### src/rtl/punc_control.sv
// Purpose: FSM control unit for the PUnC LC3 core; decodes IR and NZP into datapath controls.
// Latency: 3 cycles per instruction (FETCH, DECODE, EXEC), 4 for LDI/STI (adds EXEC2).
// Backpressure: none; memory and register file are single-cycle, so the FSM never stalls.
module punc_control #(
    parameter logic [7:0] HALT_VECT = 8'h25
) (
    input  logic        clk,
    input  logic        rst,
    input  logic [15:0] ir,
    input  logic        n_flag,
    input  logic        z_flag,
    input  logic        p_flag,
    output logic        pc_ld,
    output logic        pc_inc,
    output logic        pc_data_sel,
    output logic        pc_add_sel,
    output logic        ir_ld,
    output logic [1:0]  mem_addr_sel,
    output logic        mem_w_en,
    output logic        store_ld,
    output logic [2:0]  rf_r_addr_0,
    output logic [2:0]  rf_r_addr_1,
    output logic [2:0]  rf_w_addr,
    output logic        rf_w_en,
    output logic [1:0]  rf_w_sel,
    output logic        a_sel,
    output logic        b_sel,
    output logic [1:0]  sext_sel,
    output logic [1:0]  alu_sel,
    output logic        nzp_ld,
    output logic        halted
);

    typedef enum logic [2:0] {
        FETCH  = 3'd0,
        DECODE = 3'd1,
        EXEC   = 3'd2,
        EXEC2  = 3'd3,
        HALT   = 3'd4
    } state_t;

    // Opcodes (ir[15:12])
    localparam logic [3:0] OP_BR   = 4'b0000;
    localparam logic [3:0] OP_ADD  = 4'b0001;
    localparam logic [3:0] OP_LD   = 4'b0010;
    localparam logic [3:0] OP_ST   = 4'b0011;
    localparam logic [3:0] OP_JSR  = 4'b0100;
    localparam logic [3:0] OP_AND  = 4'b0101;
    localparam logic [3:0] OP_LDR  = 4'b0110;
    localparam logic [3:0] OP_STR  = 4'b0111;
    localparam logic [3:0] OP_NOT  = 4'b1001;
    localparam logic [3:0] OP_LDI  = 4'b1010;
    localparam logic [3:0] OP_STI  = 4'b1011;
    localparam logic [3:0] OP_JMP  = 4'b1100;
    localparam logic [3:0] OP_LEA  = 4'b1110;

    // Datapath mux encodings
    localparam logic [1:0] MEM_PC    = 2'b00;
    localparam logic [1:0] MEM_ALU   = 2'b01;
    localparam logic [1:0] MEM_STORE = 2'b10;

    localparam logic [1:0] W_PC  = 2'b00;
    localparam logic [1:0] W_MEM = 2'b01;
    localparam logic [1:0] W_ALU = 2'b10;

    localparam logic [1:0] SEXT_IMM5  = 2'b00;
    localparam logic [1:0] SEXT_OFF6  = 2'b01;
    localparam logic [1:0] SEXT_OFF9  = 2'b10;

    localparam logic [1:0] ALU_ADD  = 2'b00;
    localparam logic [1:0] ALU_AND  = 2'b01;
    localparam logic [1:0] ALU_NOT  = 2'b10;
    localparam logic [1:0] ALU_PASS = 2'b11;

    localparam logic [15:0] HALT_INSTR = {4'b1111, 4'b0000, HALT_VECT};

    state_t     state;
    logic [3:0] opcode;
    logic [2:0] dr;
    logic [2:0] base;
    logic       br_taken;

    assign opcode   = ir[15:12];
    assign dr       = ir[11:9];
    assign base     = ir[8:6];
    assign br_taken = (ir[11] & n_flag) | (ir[10] & z_flag) | (ir[9] & p_flag);

    // State register: sequence FETCH->DECODE->EXEC[->EXEC2]->FETCH; HALT is sticky until reset.
    always_ff @(posedge clk or negedge rst) begin
        if (!rst) begin
            state <= FETCH;
        end else begin
            case (state)
                FETCH:   state <= DECODE;
                DECODE:  state <= (ir == HALT_INSTR) ? HALT : EXEC;
                EXEC:    state <= (opcode == OP_LDI || opcode == OP_STI) ? EXEC2 : FETCH;
                EXEC2:   state <= FETCH;
                HALT:    state <= HALT;
                default: state <= FETCH;
            endcase
        end
    end

    // Control decode: outputs follow state and IR combinationally so an async reset
    // drops any write strobe in the same instant it lands.
    always_comb begin
        pc_ld        = 1'b0;
        pc_inc       = 1'b0;
        pc_data_sel  = 1'b0;
        pc_add_sel   = 1'b0;
        ir_ld        = 1'b0;
        mem_addr_sel = MEM_PC;
        mem_w_en     = 1'b0;
        store_ld     = 1'b0;
        rf_r_addr_0  = 3'd0;
        rf_r_addr_1  = 3'd0;
        rf_w_addr    = 3'd0;
        rf_w_en      = 1'b0;
        rf_w_sel     = W_PC;
        a_sel        = 1'b0;
        b_sel        = 1'b0;
        sext_sel     = SEXT_IMM5;
        alu_sel      = ALU_ADD;
        nzp_ld       = 1'b0;
        halted       = 1'b0;

        case (state)
            FETCH: begin
                ir_ld        = 1'b1;
                pc_inc       = 1'b1;
                mem_addr_sel = MEM_PC;
            end

            DECODE: begin
            end

            EXEC: begin
                case (opcode)
                    OP_ADD, OP_AND: begin
                        rf_r_addr_0 = base;
                        a_sel       = 1'b1;
                        b_sel       = ir[5];
                        rf_r_addr_1 = ir[2:0];
                        sext_sel    = SEXT_IMM5;
                        alu_sel     = (opcode == OP_ADD) ? ALU_ADD : ALU_AND;
                        rf_w_sel    = W_ALU;
                        rf_w_addr   = dr;
                        rf_w_en     = 1'b1;
                        nzp_ld      = 1'b1;
                    end
                    OP_NOT: begin
                        rf_r_addr_0 = base;
                        a_sel       = 1'b1;
                        alu_sel     = ALU_NOT;
                        rf_w_sel    = W_ALU;
                        rf_w_addr   = dr;
                        rf_w_en     = 1'b1;
                        nzp_ld      = 1'b1;
                    end
                    OP_BR: begin
                        // PC already points past the branch, so PC + off9 is the target.
                        if (br_taken) begin
                            pc_ld      = 1'b1;
                            pc_add_sel = 1'b1;
                        end
                    end
                    OP_JMP: begin
                        rf_r_addr_0 = base;
                        a_sel       = 1'b1;
                        alu_sel     = ALU_PASS;
                        pc_data_sel = 1'b1;
                        pc_ld       = 1'b1;
                    end
                    OP_JSR: begin
                        // R7 captures the incremented PC on the same edge the PC reloads;
                        // the base register is read before that edge, so JSRR R7 uses old R7.
                        rf_w_addr = 3'd7;
                        rf_w_sel  = W_PC;
                        rf_w_en   = 1'b1;
                        pc_ld     = 1'b1;
                        if (ir[11]) begin
                            pc_add_sel = 1'b0;
                        end else begin
                            rf_r_addr_0 = base;
                            a_sel       = 1'b1;
                            alu_sel     = ALU_PASS;
                            pc_data_sel = 1'b1;
                        end
                    end
                    OP_LD: begin
                        mem_addr_sel = MEM_ALU;
                        a_sel        = 1'b0;
                        b_sel        = 1'b1;
                        sext_sel     = SEXT_OFF9;
                        alu_sel      = ALU_ADD;
                        rf_w_sel     = W_MEM;
                        rf_w_addr    = dr;
                        rf_w_en      = 1'b1;
                        nzp_ld       = 1'b1;
                    end
                    OP_LDR: begin
                        mem_addr_sel = MEM_ALU;
                        rf_r_addr_0  = base;
                        a_sel        = 1'b1;
                        b_sel        = 1'b1;
                        sext_sel     = SEXT_OFF6;
                        alu_sel      = ALU_ADD;
                        rf_w_sel     = W_MEM;
                        rf_w_addr    = dr;
                        rf_w_en      = 1'b1;
                        nzp_ld       = 1'b1;
                    end
                    OP_LEA: begin
                        a_sel     = 1'b0;
                        b_sel     = 1'b1;
                        sext_sel  = SEXT_OFF9;
                        alu_sel   = ALU_ADD;
                        rf_w_sel  = W_ALU;
                        rf_w_addr = dr;
                        rf_w_en   = 1'b1;
                    end
                    OP_ST: begin
                        mem_addr_sel = MEM_ALU;
                        a_sel        = 1'b0;
                        b_sel        = 1'b1;
                        sext_sel     = SEXT_OFF9;
                        alu_sel      = ALU_ADD;
                        rf_r_addr_1  = dr;
                        mem_w_en     = 1'b1;
                    end
                    OP_STR: begin
                        mem_addr_sel = MEM_ALU;
                        rf_r_addr_0  = base;
                        a_sel        = 1'b1;
                        b_sel        = 1'b1;
                        sext_sel     = SEXT_OFF6;
                        alu_sel      = ALU_ADD;
                        rf_r_addr_1  = dr;
                        mem_w_en     = 1'b1;
                    end
                    OP_LDI, OP_STI: begin
                        // First hop: fetch the pointer into the store register.
                        mem_addr_sel = MEM_ALU;
                        a_sel        = 1'b0;
                        b_sel        = 1'b1;
                        sext_sel     = SEXT_OFF9;
                        alu_sel      = ALU_ADD;
                        store_ld     = 1'b1;
                    end
                    default: begin
                        // RTI, reserved and non-halt TRAP retire as no-ops.
                    end
                endcase
            end

            EXEC2: begin
                // Second hop: the store register supplies the effective address.
                mem_addr_sel = MEM_STORE;
                if (opcode == OP_LDI) begin
                    rf_w_sel  = W_MEM;
                    rf_w_addr = dr;
                    rf_w_en   = 1'b1;
                    nzp_ld    = 1'b1;
                end else if (opcode == OP_STI) begin
                    rf_r_addr_1 = dr;
                    mem_w_en    = 1'b1;
                end
            end

            HALT: begin
                halted = 1'b1;
            end

            default: begin
            end
        endcase
    end

endmodule

### config.mk
export PLATFORM = sky130hd
export DESIGN_NAME = punc_control
export DESIGN_NICKNAME = d
export VERILOG_FILES = /design/src/rtl/punc_control.sv
export SDC_FILE = /design/constraint.sdc
export NUM_CORES = 1
export LEC_CHECK = 0
export ABC_AREA = 1
export BUFFER_PORTS_ARGS = -buffer_cell sky130_fd_sc_hd__buf_2
export CAP_MARGIN = 0
export CORE_MARGIN = 1
export CORE_UTILIZATION = 36
export DETAILED_ROUTE_END_ITERATION = 8
export GPL_ROUTABILITY_DRIVEN = 1
export PLACE_DENSITY = 0.75
export SYNTH_ARGS = -nofsm -noshare
export SYNTH_HDL_FRONTEND = slang
export SYNTH_SLANG_ARGS = --single-unit
export TNS_END_PERCENT = 10
### constraint.sdc
create_clock -name clk -period 1.19 [get_ports clk]
set_clock_uncertainty 0.2 [all_clocks]
set_input_delay 0.119 -clock clk [delete_from_list [all_inputs] [get_ports clk]]
set_output_delay 0.119 -clock clk [all_outputs]
set_load 0.02 [all_outputs]
==> results of run 1 <==
==> area by class of cell <==
type,instances,share of cell area [%]
Multi-Input combinational cell,104,42.59
Timing Repair Buffer,76,41.79
Inverter,23,6.161
Sequential cell,3,5.357
Tap cell,25,2.232
Clock buffer,4,1.875
==> power breakdown <==
part | switching (mW) | leakage [nW] | internal [mW]
registers | 0.0517 | 0.0387 | 0.135
logic | 0.710 | 0.750 | 0.567
clock network | 0.0490 | 0.0150 | 0.125
total | 0.811 | 0.804 | 0.828
==> cells by family after synthesis <==
kind of cell    count (synthesis)
simple gates                   95
buf+inv                        25
compound gates                  9
flops                           3
==> worst max-delay path by stage <==
stage / endpoint / slack, ns / cells after the start
after floorplan: rf_r_addr_1[0] / -0.28 / 8
after global routing: rf_w_addr[0] / -0.68 / 9
final: rf_r_addr_1[0] / -0.61 / 9
after CTS: rf_w_addr[2] / -0.56 / 9
after global placement: rf_r_addr_0[0] / -0.34 / 8
after detailed placement: rf_r_addr_0[0] / -0.42 / 8
==> worst max-delay path: stages (launching register included) <==
cell and delay [ns]:
dfrtp_1 0.39, inv_2 0.10, nand2_4 0.07, buf_6 0.12, nor2_4 0.13, nand2_2 0.08
nand2_4 0.09, nand2_1 0.07, nand2_2 0.06, buf_4 0.13
==> placed cells by master (no fill, tap or decap) <==
cell type and count:
nand3_4 3, buf_2 21, dfrtp_1 3, nor2_2 2, dlygate4sd3_1 1, a21oi_1 3
clkbuf_4 3, or2_2 1, inv_2 6, buf_12 1, nand3_2 1, inv_1 17
o21ai_0 3, nand2_4 2, a21oi_2 3, buf_6 14, buf_4 39, nand3_1 12
clkbuf_1 1, nand2_2 8, nor2_4 8, nor2_1 16, nand2_1 39, nor3_2 3
==> metal layers <==
| metal | share of wire (%) | GRT usage (%) |
|---|---|---|
| met5 | 0 | 0 |
| met4 | 0 | 7.879 |
| met3 | 3.8 | 4.762 |
| met2 | 56 | 49.71 |
| met1 | 40 | 30.55 |
==> timing repair <==
item | 4_1_cts | 5_1_grt
endpoints found under the hold margin | 3 | 0
setup endpoints to repair | 32 | 32
gates resized for setup | 42 | 12
buffers inserted | 2 | 1
pin swaps | 5 | 7
hold buffers | 1 | 0
==> results by group, run 1 <==
Outcome
  • Outcome: complete, but fails checks
  • Failing checks: setup timing

STA
  • Worst slew margin: between 80% and 90%
  • Final hold violation count: 0
  • Achievable Freq: approximately 0.56 GHz
  • Setup total negative slack: -15.77 ns
  • Least-Margin Pin Slew: around 0.24 ns
  • Hold WS: slightly below 0.03 ns
  • Slew Viols, Final: 0
  • RSZ-0062 raised after global routing: true
  • Min Tclk post-route: ~1.8 ns
  • Setup violators final: 32
  • Setup WS post-layout: -0.6107 ns
  • Final period utilization: 151.3%

Clock tree
  • Later-pin clock latency in the skew report: 0.23 ns
  • CTS H-tree lvls: 1
  • CTS clk-pin slew, worst paths: 0.04 ns
  • Cts bufs inserted: 3
  • Root Driver: clkbuf_4
  • CTS max path bufs: 2
  • CTS tree: done
  • Clk sinks: 3

Placement
  • Post-DP HPWL: 1.944 mm
  • PortBufs: 49
  • DP Cell Count: around 230
  • Area after DPL: between 1000 and 1500 um^2
  • Final GP Congestion: 0.9104
  • Setup Slack @ Placement: -0.4157 ns

Layout
  • Biggest regs: state: 3 flops
  • Largest Register: state
  • Share of layout cells above drive strength 1: between 50% and 60%
  • Cell area after layout: 1401 um^2
  • Fin cells: ~240
  • Largest register FFs: 3
  • Area Growth Syn to Fin: 105.9%
  • Total of fill cells in the finished design: approximately 140
  • Final core utilization: between 80% and 90%
  • Final nets: about 230
  • Ant diodes: 0
  • Multi-input logic area: a little under 600 um^2
  • FF/Latch Area: around 75 um^2

GRT
  • First-pass GRT wire length: approximately 4.1 mm
  • Largest net degree at the start of global routing: 7
  • Total track usage: 26.78%
  • Antenna violations before repair: 0
  • Grt ovf: 0
  • Vias in the first global route: around 1000

Synthesis
  • Largest family of logic cells by synthesized area: simple AND/OR/NAND/NOR gates
  • Syn_area_per_cell: 5.156 um^2
  • Post-synth EDFFs: 0
  • Async SR Flop Fraction: 100.0%
  • Area contributors post-synth: nand2_1 (25%), dfrtp_1 (11%), inv_1 (9.9%)
  • Mapped Cells: around 130
  • Most instantiated cells after synthesis: nand2_1 (45), inv_1 (18), nor2_1 (17)
  • Dominant synthesized flop cell: dfrtp_1
  • Post-synth top area share: roughly 25%
  • Mux cell area share after synthesis: 0%
  • Most common cell in the netlist: nand2_1
  • Area share of fa/ha/maj cells after synthesis: 0%
  • Mapped cell area: around 680 um^2
  • Synth area leader: nand2_1
  • Synth warnings: 0
  • Post-synth cell types: 17
  • Simple-Gate Fraction of Synth Area: between 60 and 70%
  • Syn_nets: around 150
  • Post-synthesis sequential area ratio: 11.03%
  • FF+latch count, synth: 3
  • Xor/xnor share of the synthesized area: 0%
  • Area fraction in compound gates after synthesis: 6.618%

Worst setup path
  • Crit start category: flip-flop
  • R2r endpoint: state[2]
  • CP required: approximately 0.87 ns
  • CP startpoint: state[2]
  • Crit Path Max Fanout: 4
  • Worst Path Arrival: around 1.5 ns
  • FF-to-FF Start: state[2]
  • FF-to-FF setup slack: -0.26 ns
  • FF-to-FF path depth: 6
  • Kind of critical path: reg2out
  • Crit path capture type: primary output

Drt
  • DR vias: 1099
  • Post-route DRC: 0
  • DR vias/cell: approximately 4.7
  • Routed WL: between 2 and 3 mm
  • Pre-Repair DR Iteration Count: 4
  • Number of DRC markers in iteration 0: 12
  • Wire per inst: between 10 and 15 um
  • Antenna Violating Nets Remaining: 0

Pwr
  • Leak: just over 0.8 nW
  • Worst ir drop on vdd: 1315 uV
  • Final Power: between 1.5 and 2 mW
  • PwrDens: 1169 nW/um^2

Min path
  • Path type of the worst min-delay path: in2async

Flow run
  • Max_cap viols: 0

Floorplanning
  • Starting Density: around 40%
  • Num rows: 15
  • Chip width: ~45 um
  • Die Area: between 2000 and 2500 um^2
  • Core Footprint: between 1500 and 2000 um^2
  • Io pins: 50
  • Height of the die: between 40 and 50 um
(Power assumes the default switching activity.)
==> inputs of run 2 (changes only) <==
- CORE_UTILIZATION: 36 -> 43
- GPL_ROUTABILITY_DRIVEN: 1 -> 0
- PLACE_DENSITY: 0.75 -> 0.84
- clock period: 1.19 -> 2.2 ns (I/O delays scaled with it)
==> run 2 against run 1 <==
  * Cell count down 15%
  * Power down 61%
  * Combinational power down 66%
  * Critical path type unchanged
  * Global-route usage down 2.8 points
  * Largest cell class unchanged
  * Die area down 16%
  * Sequential share of layout area up 2.4 points
  * Critical path depth down 1
  * Register-to-register slack better by 1.1 ns
  * The flow now finishes without violations
  * Clock power down 46%
  * Hold slack better by 0.098 ns
  * Sequential cell count unchanged
==> results by group, run 2 (same netlist as run 1, synthesis figures left out) <==
Drt
  • Pre-Repair DR Iteration Count: 4 (unchanged)
  • Wire per inst: 10.18 um (-11%)
  • Antenna Violating Nets Remaining: 0 (unchanged)
  • DR vias/cell: 4.824 (+3.2%)
  • Post-route DRC: 0 (unchanged)
  • DR vias: 960 (-13%)
  • Number of DRC markers in iteration 0: 32 (+20)
  • Routed WL: 2.026 mm (-24%)

Pwr
  • Leak: 0.6524 nW (-19%)
  • P_sw: 0.3559 mW (-56%)
  • Worst ir drop on vdd: 533.3 uV (-59%)
  • Seq pwr share: 15.3% (+3.9 points)
  • Sw Ratio: 56.39% (+6.9 points)
  • PwrDens: 652.6 nW/um^2 (-44%)
  • Cell-internal power: 0.2752 mW (-67%)
  • Clock network power share: 14.8% (+4.2 points)
  • Logic pwr share: 69.9% (-8.0 points)

Worst setup path
  • Slowest cell on crit path: dfrtp_1
  • Crit-path max cell delay: 0.40 ns (about the same)
  • CP cell instances: inv_2, nand2_2, nor2_4, nand2_1, nand2_2, nor2_4, nor2_2, buf_2
  • CP required: 1.78 ns (+0.91 ns)
  • Kind of critical path: reg2out
  • Crit start category: flip-flop
  • Crit Path Max Fanout: 11 (+7)
  • Worst Path Arrival: 1.53 ns (+0.05 ns)
  • Crit path capture type: primary output
  • Crit path buffers/inverters: 2 (-1)
  • Top delay family on crit path: simple AND/OR/NAND/NOR gates

STA
  • Worst slew margin: 81.07% (-2.8 points)
  • Final hold violation count: 0 (unchanged)
  • Min Tclk post-route: ~2.0 ns
  • Setup total negative slack: 0 ns (+15.77 ns)
  • Achievable Freq: just over 0.5 GHz
  • RSZ-0062 raised after global routing: false
  • Slew Viols, Final: 0 (unchanged)
  • Setup violators final: 0 (-100%)
  • Setup WS post-layout: 0.2465 ns (+0.8571 ns)
  • Least-Margin Pin Slew: 0.2828 ns (+0.04177 ns)
  • Final period utilization: around 90%

Layout
  • Biggest regs: state: 3 flops
  • Final nets: 206 (-11%)
  • Share of layout cells above drive strength 1: 41.30% (-13 points)
  • Ant diodes: 0 (unchanged)
  • Largest register FFs: 3 (unchanged)
  • Largest Register: state
  • Commonest non-fill, non-tap cell in the layout: buf_2
  • Final core utilization: 69.95% (-10 points)
  • Most frequent cells in the layout: buf_2 (49), nand2_1 (45), inv_1 (18), nor2_1 (17), nand3_1 (12)
  • Area Growth Syn to Fin: 42.10%
  • Fin cells: 199 (-15%)
  • Cell area after layout: 967.2 um^2 (-31%)

Floorplanning
  • Starting Density: 49.23% (+10 points)
  • Chip width: 41.79 um (-8.1%)
  • Io pins: 50 (unchanged)
  • Height of the die: 41.79 um (-8.1%)
  • Num rows: 13 (-2)
  • Core Footprint: 1383 um^2 (-21%)
  • Die Area: 1746 um^2 (-16%)

Clock tree
  • Setup bufs post-CTS: 0 (-2)
  • CTS clk-pin slew, worst paths: 0.03 ns (about the same)
  • Cts bufs inserted: 3 (unchanged)
  • CTS H-tree lvls: 1 (unchanged)
  • Root Driver: clkbuf_4
  • Later-pin clock latency in the skew report: 0.23 ns (about the same)
  • CTS max path bufs: 2 (unchanged)
  • CTS tree: done
  • Clk sinks: 3 (unchanged)

Flow run
  • Max_cap viols: 0 (unchanged)

GRT
  • First-pass GRT wire length: 3.339 mm (-19%)
  • Grt ovf: 0 (unchanged)
  • Vias in the first global route: 788 (-22%)
  • Antenna violations before repair: 0 (unchanged)
  • Total track usage: 24.01% (-2.8 points)
  • Largest net degree at the start of global routing: 12 (+5)

Placement
  • DP Cell Count: 194 (-15%)
  • Post-DP HPWL: 1.607 mm (-17%)
  • Area after DPL: 925.9 um^2 (-21%)
  • PortBufs: 49 (unchanged)
  • Setup Slack @ Placement: 0.3550 ns (+0.7707 ns)

Outcome
  • Outcome: complete, no violations

Min path
  • Path type of the worst min-delay path: in2async
-- run 2: changes by cell type in the layout (fill, tap and decap cells not counted), sizes merged --
cell / change
buf: -26
-- run 2: area by class of cell --
type / count / area, um^2
tap: 15 / 18.77
sequential: 3 / 75.07
inverter: 23 / 86.33
timing repair buffer: 50 / 255.2
fill: 127 / 415.4
clock buffer: 4 / 26.28
multi-input combinational: 104 / 505.5
-- run 2: path summary, 6_finish.rpt --
path,from,to,slack (ns),depth (start not counted)
setup reg to reg,state[0],state[0],0.80,5
hold / removal,rst,state[0],0.13,2
hold reg to reg,state[2],state[0],0.36,1
max in group asynchronous,rst,state[1],1.56,2
setup / recovery,state[2],rf_r_addr_0[1],0.25,8
min in group clk,ir[4],state[2],0.18,6
-- run 2: through the flow --
step | hold WS (ns) | power (mW)
final | 0.1267 | 0.6312
after global placement | -0.1859 | 0.5073
after detailed placement | -0.1828 | 0.5140
after CTS | 0.1060 | 0.6235
after floorplan | -0.2756 | 0.4152
after global routing | 0.1302 | 0.6758
-- run 2: routing by layer --
metal,vias up,share of wire [%],track usage [%]
met5,-,0,0
met4,0,0,7.742
met3,0,8.0,3.478
met2,49,48,40.94
met1,402,44,30.71
li1,509,-,-
-- run 2: what timing repair did --
item / in CTS / in global routing
endpoints found under the setup margin: 0 / 3
resized for setup: 0 / 1
endpoints found under the hold margin: 3 / 0
hold buffers: 1 / 0
-- run 2: power by group through the flow --
stage                     Clock [mW]  Sequential [mW]  Combinational (mW)
after floorplan                    0           0.0903               0.325
after global placement             0           0.0924               0.415
after detailed placement           0           0.0931               0.421
after CTS                     0.0968           0.0930               0.434
after global routing           0.101           0.0990               0.476
final                         0.0932           0.0968               0.441
==> inputs of run 3 (changes only) <==
- GPL_ROUTABILITY_DRIVEN: 0 -> unset
- clock period: 2.2 -> 2.45 ns (I/O delays scaled with it)
==> run 3 against run 2 <==
  * Wire length shrank 0.54%
  * Register-to-register slack better by 0.26 ns
  * Hold slack better by 0.025 ns
  * First-iteration DRC count rose by 6.3%
  * Largest cell class unchanged
==> results by group, run 3 (same netlist as run 1, synthesis figures left out) <==
STA
  • Least-Margin Pin Slew: 0.4277 ns (+0.1448 ns)
  • Worst slew margin: 71.46% (-9.6 points)
  • Achievable Freq: approximately 0.47 GHz
  • Hold WS: 0.1517 ns (+0.02500 ns)
  • Setup WS post-layout: 0.3272 ns (+0.08077 ns)
  • Setup total negative slack: 0 ns (unchanged)
  • Slew Viols, Final: 0 (unchanged)
  • Final period utilization: between 80% and 90%
  • RSZ-0062 raised after global routing: false
  • Min Tclk post-route: around 2.1 ns
  • Final hold violation count: 0 (unchanged)
  • Setup violators final: 0 (unchanged)

Clock tree
  • CTS clk-pin slew, worst paths: 0.03 ns (about the same)
  • Clk sinks: 3 (unchanged)
  • Later-pin clock latency in the skew report: 0.23 ns (about the same)
  • Cts bufs inserted: 3 (unchanged)
  • Root Driver: clkbuf_4
  • CTS max path bufs: 2 (unchanged)
  • CTS H-tree lvls: 1 (unchanged)
  • CTS tree: done

Drt
  • Met3 wire length: 156 um (-3.7%)
  • DR vias/cell: 4.809 (-0.31%)
  • DR vias: 957 (-0.31%)
  • Wire length on met1: 891 um (+0.79%)
  • Metal2 WL: 967 um (-1.1%)
  • Routed WL: 2.015 mm (-0.54%)
  • Post-route DRC: 0 (unchanged)
  • Pre-Repair DR Iteration Count: 4 (unchanged)
  • Wire per inst: 10.13 um (-0.54%)
  • Antenna Violating Nets Remaining: 0 (unchanged)
  • Number of DRC markers in iteration 0: 34 (+6.3%)
  • Top Metal Used: met3

Floorplanning
  • Num rows: 13 (unchanged)
  • Die Area: 1746 um^2 (unchanged)
  • Height of the die: 41.79 um (unchanged)
  • Io pins: 50 (unchanged)
  • Starting Density: 49.23% (unchanged)
  • Chip width: 41.79 um (unchanged)
  • Core Footprint: 1383 um^2 (unchanged)

GRT
  • Antenna violations before repair: 0 (unchanged)
  • Largest net degree at the start of global routing: 12 (unchanged)
  • Total track usage: 24.01% (unchanged)
  • Grt ovf: 0 (unchanged)
  • Vias in the first global route: 788 (unchanged)
  • First-pass GRT wire length: 3.339 mm (unchanged)

Layout
  • Largest register FFs: 3 (unchanged)
  • Area Growth Syn to Fin: 41.36%
  • Largest Register: state
  • Final nets: 206 (unchanged)
  • Ant diodes: 0 (unchanged)
  • Most frequent cells in the layout: buf_2 (49), nand2_1 (45), inv_1 (18), nor2_1 (17), nand3_1 (12)
  • Commonest non-fill, non-tap cell in the layout: buf_2
  • Final core utilization: 69.59% (-0.36 points)
  • Share of layout cells above drive strength 1: 41.30% (unchanged)
  • Biggest regs: state: 3 flops

Pwr
  • Final Power: 0.5582 mW (-12%)
  • Worst ir drop on vdd: 465.5 uV (-13%)
  • Leak: 0.6518 nW (about the same)
  • PwrDens: 580.2 nW/um^2 (-11%)

Worst setup path
  • CP required: 2.01 ns (+0.23 ns)
  • Crit Path Max Fanout: 11 (unchanged)
  • CP cell instances: inv_2, nand2_2, nor2_2, nand2_1, nand2_2, nor2_4, nor2_2, buf_2
  • Crit-path max cell delay: 0.40 ns (about the same)
  • Crit start category: flip-flop
  • Kind of critical path: reg2out
  • Worst Path Arrival: 1.68 ns (+0.15 ns)
  • Slowest cell on crit path: dfrtp_1
  • FF-to-FF setup slack: 1.06 ns (+0.26 ns)
  • Crit path capture type: primary output

Placement
  • PortBufs: 49 (unchanged)
  • Post-DP HPWL: 1.607 mm (unchanged)
  • Setup Slack @ Placement: 0.5800 ns (+0.2250 ns)
  • Final GP Congestion: about 0.85

Outcome
  • Outcome: complete, no violations

Min path
  • Path type of the worst min-delay path: in2async

Flow run
  • Max_cap viols: 0 (unchanged)
-- run 3: metal layers --
metal / vias up / global-route usage [%]
met2: 47 / 40.94
met1: 402 / 30.71
li1: 508 / -
met5: - / 0
met3: 0 / 3.478
met4: 0 / 7.742
-- run 3: path summary, 6_finish.rpt --
kind / startpoint / to / cells after the start
worst max-delay path: state[2] / rf_r_addr_0[1] / 8
worst min-delay path: rst / state[0] / 2
worst max register to register: state[2] / state[0] / 5
worst min register to register: state[2] / state[0] / 1
max in group asynchronous: rst / state[1] / 2
min in group clk: ir[4] / state[2] / 6
-- run 3: cell type report --
type	count	area, um^2
Inverter	23	86.33
Tap cell	15	18.77
Clock buffer	4	26.28
Multi-Input combinational cell	104	500.5
Fill cell	127	420.4
Timing Repair Buffer	50	255.2
Sequential cell	3	75.07
-- run 3: critical path: cells and delay by family (launching register included) --
| kind | cells | cell delay (ns) |
|---|---|---|
| buf+inv | 2 | 0.26 |
| simple gates | 6 | 0.79 |
| flops | 1 | 0.40 |
-- run 3: power breakdown --
group	internal (mW)	total, mW	switching, mW
clock	0.0608	0.0837	0.0229
combinational	0.118	0.391	0.273
sequential	0.0659	0.0838	0.0180
-- run 3: what timing repair did --
action,in CTS,in global routing
hold endpoints to repair,3,0
setup buffers,0,0
resized for setup,0,0
hold buffers,1,0
-- run 3: metrics by stage --
stage	std cells	instance area, um^2
floorplan	132	680.7
global placement	194	925.9
detailed placement	194	925.9
CTS	199	962.2
global route	199	962.2
finish	199	962.2
